## src/rtl/vline_pkg.sv

```systemverilog
// Shared line-counter types and reset constants for the vertical line interrupt block.
package vline_pkg;
    localparam int LINE_W = 9;
    typedef logic [LINE_W-1:0] line_t;
    localparam line_t LINE_RST = '0;
    localparam line_t CMP_RST  = '0;
endpackage

```

## src/rtl/vline_cmp9.sv

```systemverilog
// Gated 9-bit equality test between the upcoming line number and the compare value.
module vline_cmp9
    import vline_pkg::*;
(
    input  line_t a,
    input  line_t b,
    input  logic  en,
    output logic  eq
);
    assign eq = en && (a == b);
endmodule

```

## src/rtl/vline_irq.sv

```systemverilog
// Vertical line counter with a line-match interrupt, sticky overrun and frame pulse.
// Optional macro VLINE_IRQ_DBUF_EN: compare writes land in a shadow copied to the active compare at frame wrap.
module vline_irq
    import vline_pkg::*;
(
    input  logic       CLK,
    input  logic       RESETL,
    input  logic       HTICK,
    input  logic [8:0] VTOTAL,
    input  logic [7:0] DIN,
    input  logic       WR_LO,
    input  logic       WR_HI,
    input  logic       IRQ_ACK,
    output logic [8:0] VCNT,
    output logic       FRAME,
    output logic [8:0] CMP_Q,
    output logic       IRQ,
    output logic       OVR
);
    line_t vcnt_q, vcnt_d;
    line_t cmp_q, cmp_d;
    logic  frame_q, frame_d;
    logic  irq_q, irq_d;
    logic  ovr_q, ovr_d;
    logic  irq_en_q, irq_en_d;
    logic  wrap;
    line_t wr_val;
    line_t cmp_ref;
    logic  match;
`ifdef VLINE_IRQ_DBUF_EN
    line_t shd_q, shd_d;
`endif

    vline_cmp9 u_cmp (
        .a  (vcnt_d),
        .b  (cmp_ref),
        .en (HTICK && irq_en_q),
        .eq (match)
    );

    always_comb begin
        wrap    = HTICK && (vcnt_q >= line_t'(VTOTAL));
        frame_d = wrap;
        vcnt_d  = vcnt_q;
        if (wrap) begin
            vcnt_d = LINE_RST;
        end else if (HTICK) begin
            vcnt_d = vcnt_q + line_t'(1);
        end

        // Merge byte-lane writes into whichever register the CPU addresses.
`ifdef VLINE_IRQ_DBUF_EN
        wr_val = shd_q;
`else
        wr_val = cmp_q;
`endif
        if (WR_LO) begin
            wr_val[7:0] = DIN;
        end
        if (WR_HI) begin
            wr_val[8] = DIN[0];
        end
        irq_en_d = WR_HI ? DIN[7] : irq_en_q;

`ifdef VLINE_IRQ_DBUF_EN
        shd_d   = wr_val;
        cmp_d   = wrap ? wr_val : cmp_q;
        cmp_ref = cmp_d;
`else
        // A same-cycle write must not influence this line's match.
        cmp_d   = wr_val;
        cmp_ref = cmp_q;
`endif

        irq_d = irq_q;
        if (match) begin
            irq_d = 1'b1;
        end else if (IRQ_ACK) begin
            irq_d = 1'b0;
        end

        ovr_d = ovr_q;
        if (IRQ_ACK) begin
            ovr_d = 1'b0;
        end else if (match && irq_q) begin
            ovr_d = 1'b1;
        end
    end

    always_ff @(posedge CLK) begin
        if (!RESETL) begin
            vcnt_q   <= LINE_RST;
            cmp_q    <= CMP_RST;
            frame_q  <= 1'b0;
            irq_q    <= 1'b0;
            ovr_q    <= 1'b0;
            irq_en_q <= 1'b0;
`ifdef VLINE_IRQ_DBUF_EN
            shd_q    <= CMP_RST;
`endif
        end else begin
            vcnt_q   <= vcnt_d;
            cmp_q    <= cmp_d;
            frame_q  <= frame_d;
            irq_q    <= irq_d;
            ovr_q    <= ovr_d;
            irq_en_q <= irq_en_d;
`ifdef VLINE_IRQ_DBUF_EN
            shd_q    <= shd_d;
`endif
        end
    end

    assign VCNT  = vcnt_q;
    assign FRAME = frame_q;
    assign CMP_Q = cmp_q;
    assign IRQ   = irq_q;
    assign OVR   = ovr_q;
endmodule

```

## config.mk

```make
export PLATFORM = sky130hd
export DESIGN_NAME = vline_irq
export DESIGN_NICKNAME = d
export VERILOG_FILES = /design/src/rtl/vline_pkg.sv /design/src/rtl/vline_cmp9.sv /design/src/rtl/vline_irq.sv
export SDC_FILE = /design/constraint.sdc
export NUM_CORES = 1
export LEC_CHECK = 0
export CAP_MARGIN = 5
export CORE_MARGIN = 1.5
export CORE_UTILIZATION = 30
export CTS_CLUSTER_DIAMETER = 150
export DETAILED_ROUTE_END_ITERATION = 7
export PLACE_DENSITY = 0.59
export SYNTH_ARGS = -nofsm -noshare
export SYNTH_HDL_FRONTEND = slang
export SYNTH_SLANG_ARGS = --single-unit
```

## constraint.sdc

```tcl
create_clock -name CLK -period 2.2 [get_ports CLK]
set_input_delay 0.44 -clock CLK [delete_from_list [all_inputs] [get_ports CLK]]
set_output_delay 0.44 -clock CLK [all_outputs]
set_load 0.02 [all_outputs]
```

Yosys cells after proc, flatten, opt, wreduce, memory -nomap -nowiden:

Cells that the tools add are included.

* muxes and demuxes: 4
* bitwise logic cells: 1
* order comparisons: 1
* add/sub/neg operators: 1
* reductions and logical operators: 6
* eq/ne operators: 1

Operator list (number)
* 9-bit 2-to-1 mux: 2
* 9-bit by 1-bit adder with 9-bit output, second input constant: 1
* 9-bit equality test: 1
* 9-bit greater-or-equal comparator: 1
* 1-bit logical AND: 4
* 1-bit 2-to-1 mux: 2
* 2-bit nonzero test: 1
* 2-bit OR reduction: 1
* 1-bit inverter: 1

* register bits: 22
* output and inout port bits: 21
* input bits: 23
* logic and storage cells: 21

Longest topological paths before layout:

* depth after elaboration: 6
* mapped depth: 10
* mapped depth without buffers: 9

Modules after synthesis:

From an unflattened synthesis, not the netlist that was laid out.

* cell total of the unflattened synthesis: 147
* area, all modules: 1301.2 µm²

Modules (own cells, without submodules)
* vline_irq: cells each 134, times used 1, area each 1196.1 µm², sequential area each 440.4 µm²
* vline_cmp9: cells each 13, times used 1, area each 105.1 µm², sequential area each 0.0 µm²

Least setup slack after synthesis:

Ideal clock, no wire load.

* kind: register to register
* start: reg vcnt_q[0] (netlist: VCNT[0])
* end: reg irq_q (netlist: IRQ)
* slack: -0.079 ns
* arrival time: 2.208 ns
* data required time: 2.130 ns
* setup time: 0.070 ns
* clock period less this slack: 2.279 ns
* cell stages (with the launch flop): 11
* path through: dfxtp_1 inv_1 ha_1 nor2b_1 o21ai_0 a211oi_1 buf_2 a31oi_1 nor4_2 nand4_1 a21boi_1

* longest elaborated chain between the ends: 6
* elaborated cells on any way between the ends: 9
* those cells by class: 1 x add/sub; 1 x order compare; 1 x eq/ne; 3 x mux; 3 x reduce/logical

RTL lines
* from (decl): line vline_irq.sv:20 `line_t vcnt_q, vcnt_d;`
* from (signal assigned): line vline_irq.sv:102 `vcnt_q <= vcnt_d;`
* 9-bit by 1-bit adder with 9-bit output or 9-bit greater-or-equal comparator (tied branches): line vline_irq.sv:48, vline_irq.sv:42
* 9-bit 2-to-1 mux or 1-bit logical AND (tied branches): line vline_irq.sv:47, vline_irq.sv:42
* 9-bit 2-to-1 mux (*): line vline_irq.sv:45 `if (wrap) begin`
* 9-bit equality test (*): line vline_cmp9.sv:10 `assign eq = en && (a == b);`
* 1-bit logical AND (*): line vline_cmp9.sv:10
* 1-bit 2-to-1 mux or 2-bit nonzero test (tied branches)
* to (signal assigned): line vline_irq.sv:105 `irq_q <= irq_d;`
* to (decl): line vline_irq.sv:23 `logic irq_q, irq_d;`

Mark *: on every way between the ends. The rest lies on a longest branch, timed or not.
A chain may end at the register's enable or synchronous reset.

Final worst setup path:

* start: in VTOTAL[6]
* end: reg irq_q (netlist: IRQ)

* longest elaborated chain between the ends: 6
* elaborated cells on any way between the ends: 7
* those cells by class: 1 x order compare; 1 x eq/ne; 2 x mux; 3 x reduce/logical

RTL lines
* from (decl): line vline_irq.sv:9 `input logic [8:0] VTOTAL,`
* 9-bit greater-or-equal comparator (*): line vline_irq.sv:42 `wrap = HTICK && (vcnt_q >= line_t'(VTOTAL));`
* 1-bit logical AND (*): line vline_irq.sv:42
* 9-bit 2-to-1 mux (*): line vline_irq.sv:45
* 9-bit equality test (*): line vline_cmp9.sv:10
* 1-bit logical AND (*): line vline_cmp9.sv:10
* 1-bit 2-to-1 mux or 2-bit nonzero test (tied branches)

Marks and branches as above.

==> results.md <==
- Status: complete, no violations
- Later-pin clock latency in the skew report: 0.26 ns
- Critical-path top delay cell: clkdlybuf4s50_1
- First-pass GRT wire length: 5540 um
- Min Tclk post-route: 2.18 ns
- Post-CTS Setup Bufs: 0
- GRT Total Usage: 0.139
- Pre-antenna DRT Iters: 4
- Placed inst area: 1940 um^2
- Chip Height: 70.1 um
- Synth area leaders: dfxtp_1 (33%), ha_1 (9.3%), mux2i_1 (8.9%)
- R2r worst-path depth: 10
- Core footprint: about 4400 um^2
- Share of post-route cells with drive strength above 1: 0.191
- Fillcell total: 459
- Final standard cell area without fillers: 2090 um^2
- WP data arrival: roughly 2.4 ns
- Max Transition Viols Final: 0
- LEAKAGE: 0.824 nW
- Leading area contributor after synthesis: dfxtp_1
- Initial Util: 0.310
- Setup TNS: 0 ns
- Clock skew: 0.00389 ns
- WHS Path Cells: 2
- Critical Path Start Type: input pin
- CTS tree: done
- Setup violations, final: 0
- Final Wtd Congestion: 0.863
- Clock root buffer: clkbuf_8
- Slew headroom: 0.681
- Peak supply drop: 191 uV
- Via density: 4.88
- Crit Path Class: in -> reg
- Mapped Avg Cell Area: just over 8 um^2
- I/O pins: 44
- Critical path required time: 2.40 ns
- CTS clk-pin slew, worst paths: 0.08 ns
- CTS Buffer Depth: 2
- Post-synth top area share: 0.327
- Synth async-reset ratio: 0
- Ant. Diodes: 0
- RSZ-0062 raised after global routing: yes
- Crit-path cells: clkdlybuf4s50_1, inv_2, ha_4, nand4_1, nor2_1, a211oi_1, buf_4, buf_4, a2bb2oi_1, o32ai_1, nand4_1, a21boi_1
- Worst hold path class: reg -> reg
- Synth Flop Type: dfxtp_1
- Final wirelength: 3360 um
- Placement Rows: 24
- Count of input and output buffers: 43
- Post-place setup slack: -0.432 ns
- Multi-input logic area: between 900 and 1000 um^2
- Num CTS Buffers: 3
- Crit share post-route: 0.989
- Routed WL per cell: 12.3 um
- Layout Nets: 254
- Final Util: 0.480
- Fmax: 460 MHz
- Post-Syn Instances: 163
- Htree depth: 1
- Area grow syn2layout: 55.0%
- Count of clock tree sinks: 22
- Yosys warnings: 0
- Most instantiated library cell after synthesis: dfxtp_1
- Final worst slack: 0.0247 ns
- Final-report hold violation count: 0
- PwrDens: around 450 nW/um^2
- Number of flops mapped to enable cells by yosys: 0
- Synthesized cell area: between 1000 and 1500 um^2
- Hpwl dp: 2620 um
- Setup crit end kind: flip-flop
- DRT iter0 DRCs: 30
- Die width: 70.1 um
- Full die area: roughly 4900 um^2
- Initial antenna violation count: 0
- Max FO, Critical Path: 5
- Hold WS: 0.456 ns
- # hold bufs at CTS: 0
- Global route overflow: 0
- Vias in the first global route: about 1200
- Yosys reg bits: 22
- Least-Margin Pin Slew: 0.476 ns
- Synth cell count leaders: dfxtp_1 (22), nand2_1 (17), nor2_1 (15), nor2b_1 (14)
- Netlist cell types: 39
- Syn nets: 196
- Antenna Violating Nets Remaining: 0
- Maximum number of pins on one net before global-route repair: 14
- Sequential Area: 444 um^2
- # Max-Cap Violations: 0
- Max incr delay on CP: 0.48 ns
- Number of remaining DRC errors: 0
- Sequential share of the synthesized area: 0.327
- Via Count: 1328
==> worst max-delay path, delay by kind of cell <==
family                     cells  cell delay [ns]
adders and majority gates      1             0.27
buffers and inverters          4             0.84
and+or+nand+nor                3             0.37
AOI/OAI and AO/OA              4             0.46
==> sequential cells by signal (all words and copies together), names as in the netlist <==
signal	count
CMP_Q	9
VCNT	9
FRAME	1
IRQ	1
OVR	1
irq_en_q	1
==> power breakdown <==
part	internal, mW	total (mW)	switching, mW
registers	0.413	0.433	0.0198
logic	0.116	0.206	0.0902
clock network	0.160	0.291	0.132
total	0.689	0.930	0.242
==> layout by cell type (no fill, tap or decap), drive strengths merged, types with 3 or more instances in the layout <==
cell type and instances:
nor2 16, clkdlybuf4s50 40, buf 15, nand2 17, ha 10, mux2i 12
nand4 3, nor2b 14, clkbuf 4, o21ai 7, a21oi 8, dfxtp 22
inv 12, nand3 3, dlygate4sd2 3, xnor2 7
==> final cells by class <==
| class | instances | area share |
|---|---|---|
| timing repair buffer | 58 | 0.258 |
| inverter | 12 | 0.0215 |
| multi-input combinational | 124 | 0.451 |
| tap | 52 | 0.0311 |
| sequential | 22 | 0.212 |
| clock buffer | 4 | 0.0263 |
==> stage by stage <==
stage / instances / total power, mW
3_5_place_dp: 268 / 0.640
4_1_cts: 272 / 0.938
5_1_grt: 272 / 0.979
3_3_place_gp: 268 / 0.639
2_1_floorplan: 163 / 0.537
6_report: 272 / 0.930
==> what timing repair did <==
action / 4_1_cts / 5_1_grt
endpoints found under the setup margin: 9 / 2
endpoints found under the hold margin: 0 / 0
pin swaps: 23 / 0
gates cloned: 0 / 0
gates resized for setup: 21 / 0
==> logic make-up (layout without fill, tap and decap cells) <==
family          count (synthesis)  in the layout  synth area share
compound gates                 29             29             0.139
xor+xnor                        7              7            0.0455
fa+ha+maj                      10             10            0.0928
buf+inv                        17             74            0.0492
flops                          22             22             0.327
mux                            13             13            0.0974
simple gates                   65             65             0.250
==> worst paths after layout <==
path	start	endpoint	slack (ns)
max	VTOTAL[6]	IRQ	0.02
min	OVR	OVR	0.46
max reg2reg	VCNT[0]	IRQ	0.06
min reg2reg	OVR	OVR	0.46
==> per-layer routing <==
layer  share of wire  vias to the layer above  wire, um  GRT usage
met2            0.46                       36      1550      0.232
li1                -                      678         -          -
met1            0.47                      609      1590      0.183
met3           0.050                        5       168     0.0202
met5               0                        -         0          0
met4           0.013                        0        44     0.0513
Power figures use the tool's default switching activity.
